`src/rtl/ex_stage.sv`:
```
// rtl/ex_stage.sv - RV32 execute stage: operand forwarding, ALU, branch/jump resolve, EX/MEM register
module ex_stage #(
  parameter int unsigned XLEN     = 32,
  parameter logic [6:0]  OPC_JALR = 7'b1100111
) (
  input  logic            i_clk,
  input  logic            i_rst,
  input  logic            i_clk_en,
  input  logic            i_ex_mem_flush,
  input  logic [4:0]      i_rd_e,
  input  logic [XLEN-1:0] i_pc_e,
  input  logic [XLEN-1:0] i_pc_p4_e,
  input  logic [XLEN-1:0] i_imm32_e,
  input  logic [XLEN-1:0] i_regs_do1_e,
  input  logic [XLEN-1:0] i_regs_do2_e,
  input  logic            i_reg_wr_e,
  input  logic            i_mem_write_e,
  input  logic            i_jmp_e,
  input  logic            i_branch_e,
  input  logic            i_alu_src_e,
  input  logic [1:0]      i_result_src_e,
  input  logic [2:0]      i_alu_ctl_e,
  input  logic [6:0]      i_opcode_e,
  input  logic [1:0]      i_fwd_a_e,
  input  logic [1:0]      i_fwd_b_e,
  input  logic [XLEN-1:0] i_result_w,
  output logic            o_pc_src_e,
  output logic [XLEN-1:0] o_pc_target_e,
  output logic [XLEN-1:0] o_alu_result_m,
  output logic [XLEN-1:0] o_write_data_m,
  output logic [XLEN-1:0] o_pc_p4_m,
  output logic [XLEN-1:0] o_pc_m,
  output logic [4:0]      o_rd_m,
  output logic            o_reg_wr_m,
  output logic            o_mem_write_m,
  output logic [1:0]      o_result_src_m,
  output logic [6:0]      o_opcode_m
);

  typedef struct packed {
    logic [XLEN-1:0] alu_result;
    logic [XLEN-1:0] write_data;
    logic [XLEN-1:0] pc_p4;
    logic [XLEN-1:0] pc;
    logic [4:0]      rd;
    logic            reg_wr;
    logic            mem_write;
    logic [1:0]      result_src;
    logic [6:0]      opcode;
  } exmem_t;

  exmem_t exmem_d, exmem_q;

  logic [XLEN-1:0] fwd_a, fwd_b, src_a, src_b, alu_result, jalr_sum;
  logic            zero;

  // Select 10 feeds back the registered ALU result, so a stalled stage sees the held value.
  always_comb begin
    case (i_fwd_a_e)
      2'b01:   fwd_a = i_result_w;
      2'b10:   fwd_a = exmem_q.alu_result;
      default: fwd_a = i_regs_do1_e;
    endcase
    case (i_fwd_b_e)
      2'b01:   fwd_b = i_result_w;
      2'b10:   fwd_b = exmem_q.alu_result;
      default: fwd_b = i_regs_do2_e;
    endcase
  end

  assign src_a = fwd_a;
  assign src_b = i_alu_src_e ? i_imm32_e : fwd_b;

  always_comb begin
    case (i_alu_ctl_e)
      3'b000:  alu_result = src_a + src_b;
      3'b001:  alu_result = src_a - src_b;
      3'b010:  alu_result = src_a & src_b;
      3'b011:  alu_result = src_a | src_b;
      3'b100:  alu_result = src_a ^ src_b;
      3'b101:  alu_result = {{(XLEN-1){1'b0}}, ($signed(src_a) < $signed(src_b))};
      3'b110:  alu_result = src_a << src_b[4:0];
      default: alu_result = src_a >> src_b[4:0];
    endcase
  end

  assign zero     = (alu_result == '0);
  assign jalr_sum = src_a + i_imm32_e;

  assign o_pc_src_e    = i_jmp_e | (i_branch_e & zero);
  assign o_pc_target_e = (i_opcode_e == OPC_JALR) ? {jalr_sum[XLEN-1:1], 1'b0}
                                                  : (i_pc_e + i_imm32_e);

  always_comb begin
    exmem_d = exmem_q;
    if (i_ex_mem_flush) begin
      exmem_d = '0;
    end else if (i_clk_en) begin
      exmem_d.alu_result = alu_result;
      exmem_d.write_data = fwd_b;
      exmem_d.pc_p4      = i_pc_p4_e;
      exmem_d.pc         = i_pc_e;
      exmem_d.rd         = i_rd_e;
      exmem_d.reg_wr     = i_reg_wr_e;
      exmem_d.mem_write  = i_mem_write_e;
      exmem_d.result_src = i_result_src_e;
      exmem_d.opcode     = i_opcode_e;
    end
  end

  always_ff @(posedge i_clk) begin
    if (i_rst) exmem_q <= '0;
    else       exmem_q <= exmem_d;
  end

  assign o_alu_result_m = exmem_q.alu_result;
  assign o_write_data_m = exmem_q.write_data;
  assign o_pc_p4_m      = exmem_q.pc_p4;
  assign o_pc_m         = exmem_q.pc;
  assign o_rd_m         = exmem_q.rd;
  assign o_reg_wr_m     = exmem_q.reg_wr;
  assign o_mem_write_m  = exmem_q.mem_write;
  assign o_result_src_m = exmem_q.result_src;
  assign o_opcode_m     = exmem_q.opcode;

endmodule

```
`config.mk`:
```
export PLATFORM = sky130hd
export DESIGN_NAME = ex_stage
export DESIGN_NICKNAME = d
export VERILOG_FILES = /design/src/rtl/ex_stage.sv
export SDC_FILE = /design/constraint.sdc
export NUM_CORES = 1
export LEC_CHECK = 0
export BUFFER_PORTS_ARGS = -buffer_cell sky130_fd_sc_hd__buf_4
export CAP_MARGIN = 20
export CORE_ASPECT_RATIO = 1.1
export CORE_MARGIN = 3
export CORE_UTILIZATION = 35
export DETAILED_ROUTE_END_ITERATION = 6
export PLACE_DENSITY = 0.62
export SETUP_SLACK_MARGIN = 0.4
export SLEW_MARGIN = 20
export SYNTH_ARGS = -nofsm -noshare
export SYNTH_HDL_FRONTEND = slang
export SYNTH_SLANG_ARGS = --single-unit
```
`constraint.sdc`:
```
create_clock -name i_clk -period 6.2 [get_ports i_clk]
set_input_delay 0.31 -clock i_clk [delete_from_list [all_inputs] [get_ports i_clk]]
set_output_delay 0.31 -clock i_clk [all_outputs]
set_load 0.005 [all_outputs]
```
* Yosys cells after proc, flatten, opt, wreduce, memory -nomap -nowiden *
Cells that the tools add are included.

storage, ports and cells
  register bits after elaboration = 144
  output and inout bits = 177

cells by class
  add/subtract/negate cells = 4
  magnitude comparators = 1
  equal/unequal tests = 11
  shifts and indexed selects = 2
  mux-type cells = 5
  bitwise operators = 5
  reductions and logical operators = 3

operators by type and width
  kind                  count
  $pmux W32 S7          1
  $pmux W32 S2          2
  $add A32 B32 Y32      3
  $mux W32              2
  $and A32 B32 Y32      1
  $logic_not A32 Y1     1
  $lt A32 B32 Y1        1
  $or A32 B32 Y32       1
  $shl A32 B5 Y32       1
  $shr A32 B5 Y32       1
  $sub A32 B32 Y32      1
  $xor A32 B32 Y32      1
  $eq A3 B3 Y1 const B  3
  $eq A7 B7 Y1 const B  1
  $eq A3 B2 Y1 const B  2
  $eq A2 B1 Y1 const B  2
  $eq A2 B2 Y1 const B  2
  $eq A3 B1 Y1 const B  1
  $logic_not A3 Y1      1
  $reduce_or A2 Y1      1
  $and A1 B1 Y1         1
  $or A1 B1 Y1          1

* Depth between registers and ports, before layout *
Gate-level depths: netlist of the first run.

  word-level depth = 8
  gate-level depth with buffers = 23

* Worst setup path before layout of the first run *
OpenSTA, ideal clock, no wires.

  path type = input to output
  from = input port i_fwd_b_e[0]
  to = output port o_pc_src_e
  arrival = 5,196 ps
  required time = 5,890 ps
  path slack = 694 ps
  stages = 22
  path through = inv_1 -> ha_1 -> buf_2 -> o311ai_1 -> buf_4 -> buf_2 -> buf_2 -> buf_1 -> ha_1 -> buf_2 -> o21bai_1 -> o2111ai_1 -> a2111oi_0 -> a31o_2 -> a21o_1 -> o41ai_1 -> or3_1 -> a221oi_1 -> nand4_1 -> nor3_1 -> nand4_1 -> o41ai_2

on the way
  word-level cells in the longest chain between the ends = 8

ends and longest elaborated chain
  item                                                 line  RTL
  start: declaration                                   25    input logic [1:0] i_fwd_b_e,
  $eq A2 B2 Y1 / $eq A2 B1 Y1 (equally long branches)  64    case (i_fwd_b_e)
  $pmux W32 S2 *                                       64
  $mux W32 *                                           72    assign src_b = i_alu_src_e ? i_imm32_e : fwd_b;
  $sub A32 B32 Y32 (tied with other cells)             77    3'b001: alu_result = src_a - src_b;
  $pmux W32 S7 *                                       75    case (i_alu_ctl_e)
  $logic_not A32 Y1 *                                  87    assign zero = (alu_result == '0);
  $and A1 B1 Y1 *                                      90    assign o_pc_src_e = i_jmp_e | (i_branch_e & zero);
  $or A1 B1 Y1 *                                       90
  end: declaration                                     27    output logic o_pc_src_e,

Every way passes the cells marked *; elsewhere a longest branch is shown, timed or not.

* Worst setup path in the final report of the first run *
  from = register exmem_q (netlist bit o_alu_result_m[1])
  to = output port o_pc_src_e

on the way
  word-level cells in the longest chain between the ends = 7

ends and longest elaborated chain
  item                                      line  RTL
  start: declaration                        52    exmem_t exmem_d, exmem_q;
  start signal: assignment                  113   else exmem_q <= exmem_d;
  $pmux W32 S2                              64
  $mux W32                                  72
  $sub A32 B32 Y32 (tied with other cells)  77
  $pmux W32 S7 *                            75
  $logic_not A32 Y1 *                       87
  $and A1 B1 Y1 *                           90
  $or A1 B1 Y1 *                            90

Marked as above.

==> results of run 1 <==
[power by group through the flow]
stage          combinational [uW]  sequential [uW]  clock, uW
2_1_floorplan                1830             1000          0
3_5_place_dp                 3320             1010          0
5_1_grt                      3790              998       1150
3_3_place_gp                 3330             1010          0
4_1_cts                      3370              993       1130
6_report                     3590              995       1100
[per-stage QoR]
| step | hold slack [ps] | area (um2) | TNS, ps | util, % |
|---|---|---|---|---|
| floorplan | 458 | 18600 | 0 | - |
| global placement | 473 | 23700 | -271 | 45.8 |
| detailed placement | 481 | 23700 | -97.0 | 45.8 |
| CTS | 23.3 | 24500 | 0 | 47.2 |
| global route | 68.3 | 25000 | 0 | 48.3 |
| finish | 62.4 | 25000 | 0 | 48.3 |
[how the worst max path moves through the flow]
stage | from | end | slack (ps) | depth (start not counted)
final | o_alu_result_m[1] | o_pc_src_e | 540 | 17
after global routing | i_fwd_a_e[0] | o_pc_src_e | 380 | 26
after detailed placement | i_fwd_a_e[0] | o_pc_src_e | -100 | 25
after floorplan | i_fwd_b_e[0] | o_pc_src_e | 690 | 22
after global placement | i_fwd_a_e[0] | o_pc_src_e | -270 | 25
after CTS | o_alu_result_m[0] | o_pc_src_e | 400 | 23
[placed cells by master, fill, tap and decap left out, types with 34 or more instances in the layout]
master	count
sky130_fd_sc_hd__a211oi_1	35
sky130_fd_sc_hd__a21o_1	40
sky130_fd_sc_hd__a21oi_1	224
sky130_fd_sc_hd__a221o_1	34
sky130_fd_sc_hd__a22oi_1	53
sky130_fd_sc_hd__buf_4	668
sky130_fd_sc_hd__dfxtp_1	141
sky130_fd_sc_hd__ha_1	172
sky130_fd_sc_hd__inv_1	106
sky130_fd_sc_hd__mux2i_1	199
sky130_fd_sc_hd__nand2_1	172
sky130_fd_sc_hd__nor2_1	403
sky130_fd_sc_hd__nor3_1	51
sky130_fd_sc_hd__o21ai_0	124
sky130_fd_sc_hd__o22ai_1	50
sky130_fd_sc_hd__xnor2_1	39
[Yosys cell counts (all sizes together) (24+ instances only)]
cell	number	area share, %
xnor2	39	1.8
a21o	40	1.6
a22oi	60	2.4
inv	120	2.4
nor2	406	8.2
nand3	27	0.73
nor3	56	1.5
ha	180	12
a211oi	37	1.5
dfxtp	144	16
o21ai	174	4.9
o211ai	29	1.2
mux2i	199	11
a21oi	229	6.2
xor2	30	1.4
buf	60	1.6
o22ai	50	1.7
nand2	172	3.5
a31oi	24	0.81
clkbuf	116	2.3
a221o	34	1.8
[flip-flops by register name (all words and copies together) (netlist names)]
| name | cells |
|---|---|
| o_pc_m | 32 |
| o_rd_m | 5 |
| o_write_data_m | 32 |
| o_mem_write_m | 1 |
| o_alu_result_m | 32 |
| o_opcode_m | 7 |
| o_result_src_m | 2 |
| o_reg_wr_m | 1 |
| o_pc_p4_m | 32 |
[worst reg2reg max path, delay by kind of cell, from the launching register on]
family / cells / cell delay, ps
AO/OA/AOI/OAI: 11 / 2080
buffers and inverters: 8 / 1380
AND/OR/NAND/NOR: 3 / 380
flip-flops: 1 / 370
adder cells (fa/ha/maj): 1 / 350
[layout make-up]
class | instances | area share, %
antenna | 1 | 0.0100
clock buffer | 17 | 1.70
clock inverter | 15 | 0.755
inverter | 121 | 1.87
multi-input combinational | 2148 | 60.0
sequential | 144 | 11.5
tap | 667 | 3.34
timing repair buffer | 680 | 20.8
[layer usage]
metal	vias to the layer above	GRT usage [%]	routed length [um]
met5	-	0	24
met4	4	22.8	7600
met3	267	7.91	9450
met2	1233	59.5	49000
met1	11200	46.2	43000
li1	10600	-	-
[logic make-up after synthesis]
| logic type | count (synthesis) | synth area share, % |
|---|---|---|
| AOI/OAI and AO/OA | 875 | 31.4 |
| xor gates and xnor gates | 69 | 3.26 |
| adders and majority gates | 184 | 12.6 |
| buffers and inverters | 297 | 6.37 |
| DFF | 144 | 15.5 |
| muxes | 217 | 11.9 |
| and+or+nand+nor | 803 | 18.9 |
[timing repair]
action,in CTS,in global routing
endpoints found under the setup margin,2,3
cloned,0,1
setup buffers,1,17
pin swaps,4,21
gates resized for setup,37,92
==> run summary, run 1 <==
total overflow reported by the global router: 0
Synth Instances: 2589
top_reg_cell synth: sky130_fd_sc_hd__dfxtp_1
number of endpoints with negative hold slack in the final report: 0
Post-Synthesis Net Count: 2995
detailed-route wire length per cell: 28.8 um
CTS clk-pin slew, worst paths: 80 ps
number of antenna violations at the first check in global routing: 5
Comb power frac: 63.1%
routability congestion estimate from global placement: 1.09
Avg Synthesized Cell Area: 7.17 um2
library cells used by synthesis: 89
number of rows created at floorplan: 87
core outline area: 51800 um2
Seq pwr share: 17.5%
ratio of cells with drive above 1 in the final layout: 27.2%
reg2reg path depth: 23
Buffers & Inverters on Critical Path: 6
Die ar.: 55800 um2
Iter 0 DRT Violations: 2326
origin of the worst min-delay path: i_rd_e[0]
estimated wirelength of the detail-placed design: 88000 um
Data required, critical path: 5890 ps
cell chosen for the clock root: sky130_fd_sc_hd__clkbuf_16
minimum clock period after layout: 5660 ps
Remaining DRCs: 0
Hold-fix buffers, CTS: 0
run status: finished clean
critical path endpoint category: output port
worst-path fanout max: 52
Highest Clock Rate: 177 MHz
power density normalized to cell area: 227 nW/um2
fill cell instance count of the final layout: 5261
hold worst-path end: o_rd_m[0]
source-to-sink clock delay at the later pin of the worst-skew pair: 480 ps
yosys warns: 0
Hold Crit Class: input port to flop
number of nets with antenna violations after detailed routing: 0
slowest stage cell on the critical path: sky130_fd_sc_hd__a221oi_1
initial core utilization: 35.8%
Startpoint Class: flop
num ports: 399
area used by sequential logic in the layout: 2890 um2
area added between synthesis and finish: 34.7%
DIE WIDTH: 226 um
wire length of the first global-routing pass: 154000 um
mean number of vias per cell: 6.15
Post-synth ARST share: 0%
Max H-tree Level: 4
Post-synth EDFFs: 0
endpoint of the lowest-slack register-to-register path: o_alu_result_m[29]
buffer depth of the longest clock path: 2
most prevalent standard cell on the critical path: sky130_fd_sc_hd__buf_4
Psw: 2730 uW
number of nets in the final layout: 3518
static leakage: 0.0116 uW
flip-flop and latch count after synthesis: 144
critical path cell sequence: a221oi_1, o31a_2, buf_4, inv_2, buf_12, nand2_1, buf_4, o22ai_1, nor2_1, mux2_2, a221oi_1, nand2_1, nor2_1, nand4_1, o41ai_2, buf_4, buf_4
DR pass1 iterations: 7
critical path's largest stage delay: 930 ps
critical register-to-register path startpoint: o_alu_result_m[5]
largest voltage drop on the vdd net: 0.000240 V
post-route worst setup slack: 539 ps
total wire length after detailed routing: 109000 um
design internal power: 2950 uW
Worst Max-Slew Pin Slew: 1070 ps
global router's overall resource usage: 37.4%
maximum number of pins on one net before global-route repair: 79
clock power share: 19.3%
number of endpoints failing setup at the final stage: 0
sequential area share after synthesis: 15.5%
post-placement worst setup slack: -97.0 ps
Hold Path Depth: 3
max-slew violation count: 0
TritonCTS clock tree: built
Period Utilization, post-route: 91.3%
Sw Share: 48.1%
category of the critical setup timing path: flop to output port
clock sink count: 144
total power draw: 5680 uW
max_cap viols: 0
Port Buffer Count: 398
combined area of the multi-input logic cells: 15000 um2
non-filler cells in the finished layout: 3793
data arrival at the endpoint of the critical path: 5350 ps
Post-Place Cells: 3741
Clock Skews: 18.5 ps
TritonCTS Buffers: 17
headroom to the max-slew limit: 28.7%
number of global-route vias before repair: 22500
DR vias: 23300
Die Height: 248 um
Syn Std Cell Area: 18600 um2
unrepaired setup endpoints after global routing: true
dominant delay contributor by cell family on the critical path: compound AO/OA/AOI/OAI gates
worst reg2reg setup slack: 1540 ps
Power figures use the tool's default switching activity.
==> inputs of run 2 (changes only) <==
--- a/config.mk
+++ b/config.mk
@@ -7,7 +7,7 @@
 export LEC_CHECK = 0
 export BUFFER_PORTS_ARGS = -buffer_cell sky130_fd_sc_hd__buf_4
 export CAP_MARGIN = 20
-export CORE_ASPECT_RATIO = 1.1
+export CORE_ASPECT_RATIO = 0.6
 export CORE_MARGIN = 3
 export CORE_UTILIZATION = 35
 export DETAILED_ROUTE_END_ITERATION = 6
==> run 2 against run 1 <==
Against the previous run: the flow now finishes with violations (design-rule violations); sequential cell count unchanged; cell area increased by 4.3%; sequential share of layout area decreased by 0.46 points; clock power about the same; largest power group unchanged.
==> run summary, run 2 (synthesis gave the netlist of run 1 again) <==
routability congestion estimate from global placement: 1.06 (-3.4%)
maximum number of pins on one net before global-route repair: 94 (+19%)
core outline area: 51600 um2 (-0.32%)
num ports: 399 (unchanged)
summed area of non-filler cells in the final layout: 26100 um2 (+4.3%)
unrepaired setup endpoints after global routing: true
number of nets with antenna violations after detailed routing: 0 (unchanged)
DIE WIDTH: 303 um (+34%)
initial core utilization: 35.9% (+0.11 points)
number of nets in the final layout: 3613 (+2.7%)
Clock Skews: 14.6 ps (-3.91 ps)
TritonCTS clock tree: built
endpoint of the lowest-slack register-to-register path: o_alu_result_m[31]
Hold Crit Class: input port to flop
Hold-fix buffers, CTS: 0 (unchanged)
number of global-route vias before repair: 22800 (+1.4%)
mean number of vias per cell: 6.18 (+0.49%)
fill cell instance count of the final layout: 5153 (-2.1%)
DR vias: 24200 (+3.8%)
cell chosen for the clock root: sky130_fd_sc_hd__clkbuf_16
power density normalized to cell area: 232 nW/um2 (+2.0%)
minimum clock period after layout: 5820 ps (+155 ps)
category of the critical setup timing path: input port to output port
number of antenna violations at the first check in global routing: 13 (+8)
worst-path fanout max: 31 (-40%)
ratio of cells with drive above 1 in the final layout: 30.5% (+3.3 points)
max_cap viols: 0 (unchanged)
combined area of the multi-input logic cells: 15200 um2 (+1.5%)
headroom to the max-slew limit: 30.3% (+1.6 points)
commonest non-fill, non-tap cell in the layout: sky130_fd_sc_hd__buf_4
detailed-route wire length per cell: 28.9 um (+0.39%)
Port Buffer Count: 398 (unchanged)
wire length of the first global-routing pass: 159000 um (+3.6%)
Worst Max-Slew Pin Slew: 1040 ps (-26.9 ps)
Die Height: 184 um (-26%)
clock sink count: 144 (unchanged)
Period Utilization, post-route: 93.8% (+2.5 points)
area used by sequential logic in the layout: 2890 um2 (+0.17%)
run status: finished with violations
Data required, critical path: 5890 ps (about the same)
Die ar.: 55900 um2 (+0.16%)
Startpoint Class: input port
buffer depth of the longest clock path: 2 (unchanged)
Max H-tree Level: 4 (unchanged)
most frequent cells in the layout: sky130_fd_sc_hd__buf_4 (747), sky130_fd_sc_hd__nor2_1 (399), sky130_fd_sc_hd__a21oi_1 (211)
estimated wirelength of the detail-placed design: 92800 um (+5.4%)
hold worst-path end: o_pc_p4_m[27]
number of endpoints failing setup at the final stage: 0 (unchanged)
critical register-to-register path startpoint: o_alu_result_m[7]
Remaining DRCs: 3 (+3)
start point of the critical path: i_fwd_a_e[1]
total wire length after detailed routing: 113000 um (+3.7%)
reg2reg path depth: 21 (-8.7%)
TritonCTS Buffers: 17 (unchanged)
number of endpoints with negative hold slack in the final report: 0 (unchanged)
Iter 0 DRT Violations: 3148 (+35%)
total overflow reported by the global router: 0 (unchanged)
Fin Hold WS: 95.2 ps (+32.8 ps)
CTS clk-pin slew, worst paths: 70 ps (about the same)
critical path endpoint category: output port
DR pass1 iterations: 7 (unchanged)
number of rows created at floorplan: 64 (-26%)
static leakage: 0.0121 uW (+4.7%)
largest voltage drop on the vdd net: 0.000209 V (-13%)
Highest Clock Rate: 172 MHz (-2.7%)
Hold Path Depth: 3 (unchanged)
worst reg2reg setup slack: 1580 ps (+40 ps)
global router's overall resource usage: 38.9% (+1.5 points)
total power draw: 6040 uW (+6.4%)
placed standard-cell area: 24400 um2 (+2.9%)
data arrival at the endpoint of the critical path: 5510 ps (+160 ps)
area added between synthesis and finish: 40.5%
max-slew violation count: 0 (unchanged)
source-to-sink clock delay at the later pin of the worst-skew pair: 460 ps (-20 ps)
failing checks: design-rule violations
post-route core utilization: 50.5% (+2.2 points)
origin of the worst min-delay path: i_pc_p4_e[27]
run 2: what timing repair did:
item                       4_1_cts  5_1_grt
buffers inserted                 1       32
setup endpoints to repair        2        5
gates cloned                     0        1
pin swaps                       12       47
gates resized for setup         54      131
run 2: critical path, stage by stage:
cell	delay [ps]
sky130_fd_sc_hd__buf_4	100
sky130_fd_sc_hd__inv_1	40
sky130_fd_sc_hd__ha_2	190
sky130_fd_sc_hd__buf_12	170
sky130_fd_sc_hd__a221o_1	350
sky130_fd_sc_hd__o21ai_1	110
sky130_fd_sc_hd__buf_6	190
sky130_fd_sc_hd__clkinvlp_4	170
sky130_fd_sc_hd__ha_4	280
sky130_fd_sc_hd__nand2b_1	180
sky130_fd_sc_hd__a21oi_1	210
sky130_fd_sc_hd__o21ai_0	100
sky130_fd_sc_hd__a31o_2	290
sky130_fd_sc_hd__a311oi_2	300
sky130_fd_sc_hd__buf_4	160
sky130_fd_sc_hd__o211ai_1	280
sky130_fd_sc_hd__nor4_2	360
sky130_fd_sc_hd__buf_4	180
sky130_fd_sc_hd__nand4_1	130
sky130_fd_sc_hd__nor4_2	340
sky130_fd_sc_hd__buf_4	170
sky130_fd_sc_hd__nand4_1	170
sky130_fd_sc_hd__o41ai_4	430
sky130_fd_sc_hd__buf_4	180
sky130_fd_sc_hd__buf_6	80
run 2: cell type report:
cell class                 count  area share [%]
multi-input combinational   2148            58.4
inverter                     121            1.80
timing repair buffer         775            23.1
clock buffer                  18            1.68
antenna                        5          0.0480
sequential                   144            11.1
clock inverter                14           0.638
tap                          693            3.32
run 2: layer usage:
| layer | wire (um) | track usage, % |
|---|---|---|
| met3 | 17000 | 17.3 |
| met1 | 49100 | 54.7 |
| met2 | 43800 | 53.3 |
| met5 | 233 | 2.47 |
| met4 | 2890 | 9.39 |
run 2: power breakdown:
part           leakage, uW  internal, uW  switching (uW)
logic               0.0107          1590            2370
clock network     0.000294           585             503
registers          0.00118           960            32.0
run 2: worst max-delay path by stage:
stage                             to
after floorplan           o_pc_src_e
after global placement    o_pc_src_e
after detailed placement  o_pc_src_e
after CTS                 o_pc_src_e
after global routing      o_pc_src_e
final                     o_pc_src_e
run 2: per-stage QoR:
stage / TNS [ps] / setup WS [ps] / std cells
finish: 0 / 384 / 3918
global route: 0 / 250 / 3917
CTS: 0 / 383 / 3880
detailed placement: -270 / -270 / 3847
global placement: -415 / -415 / 3847
floorplan: 0 / 694 / 2589
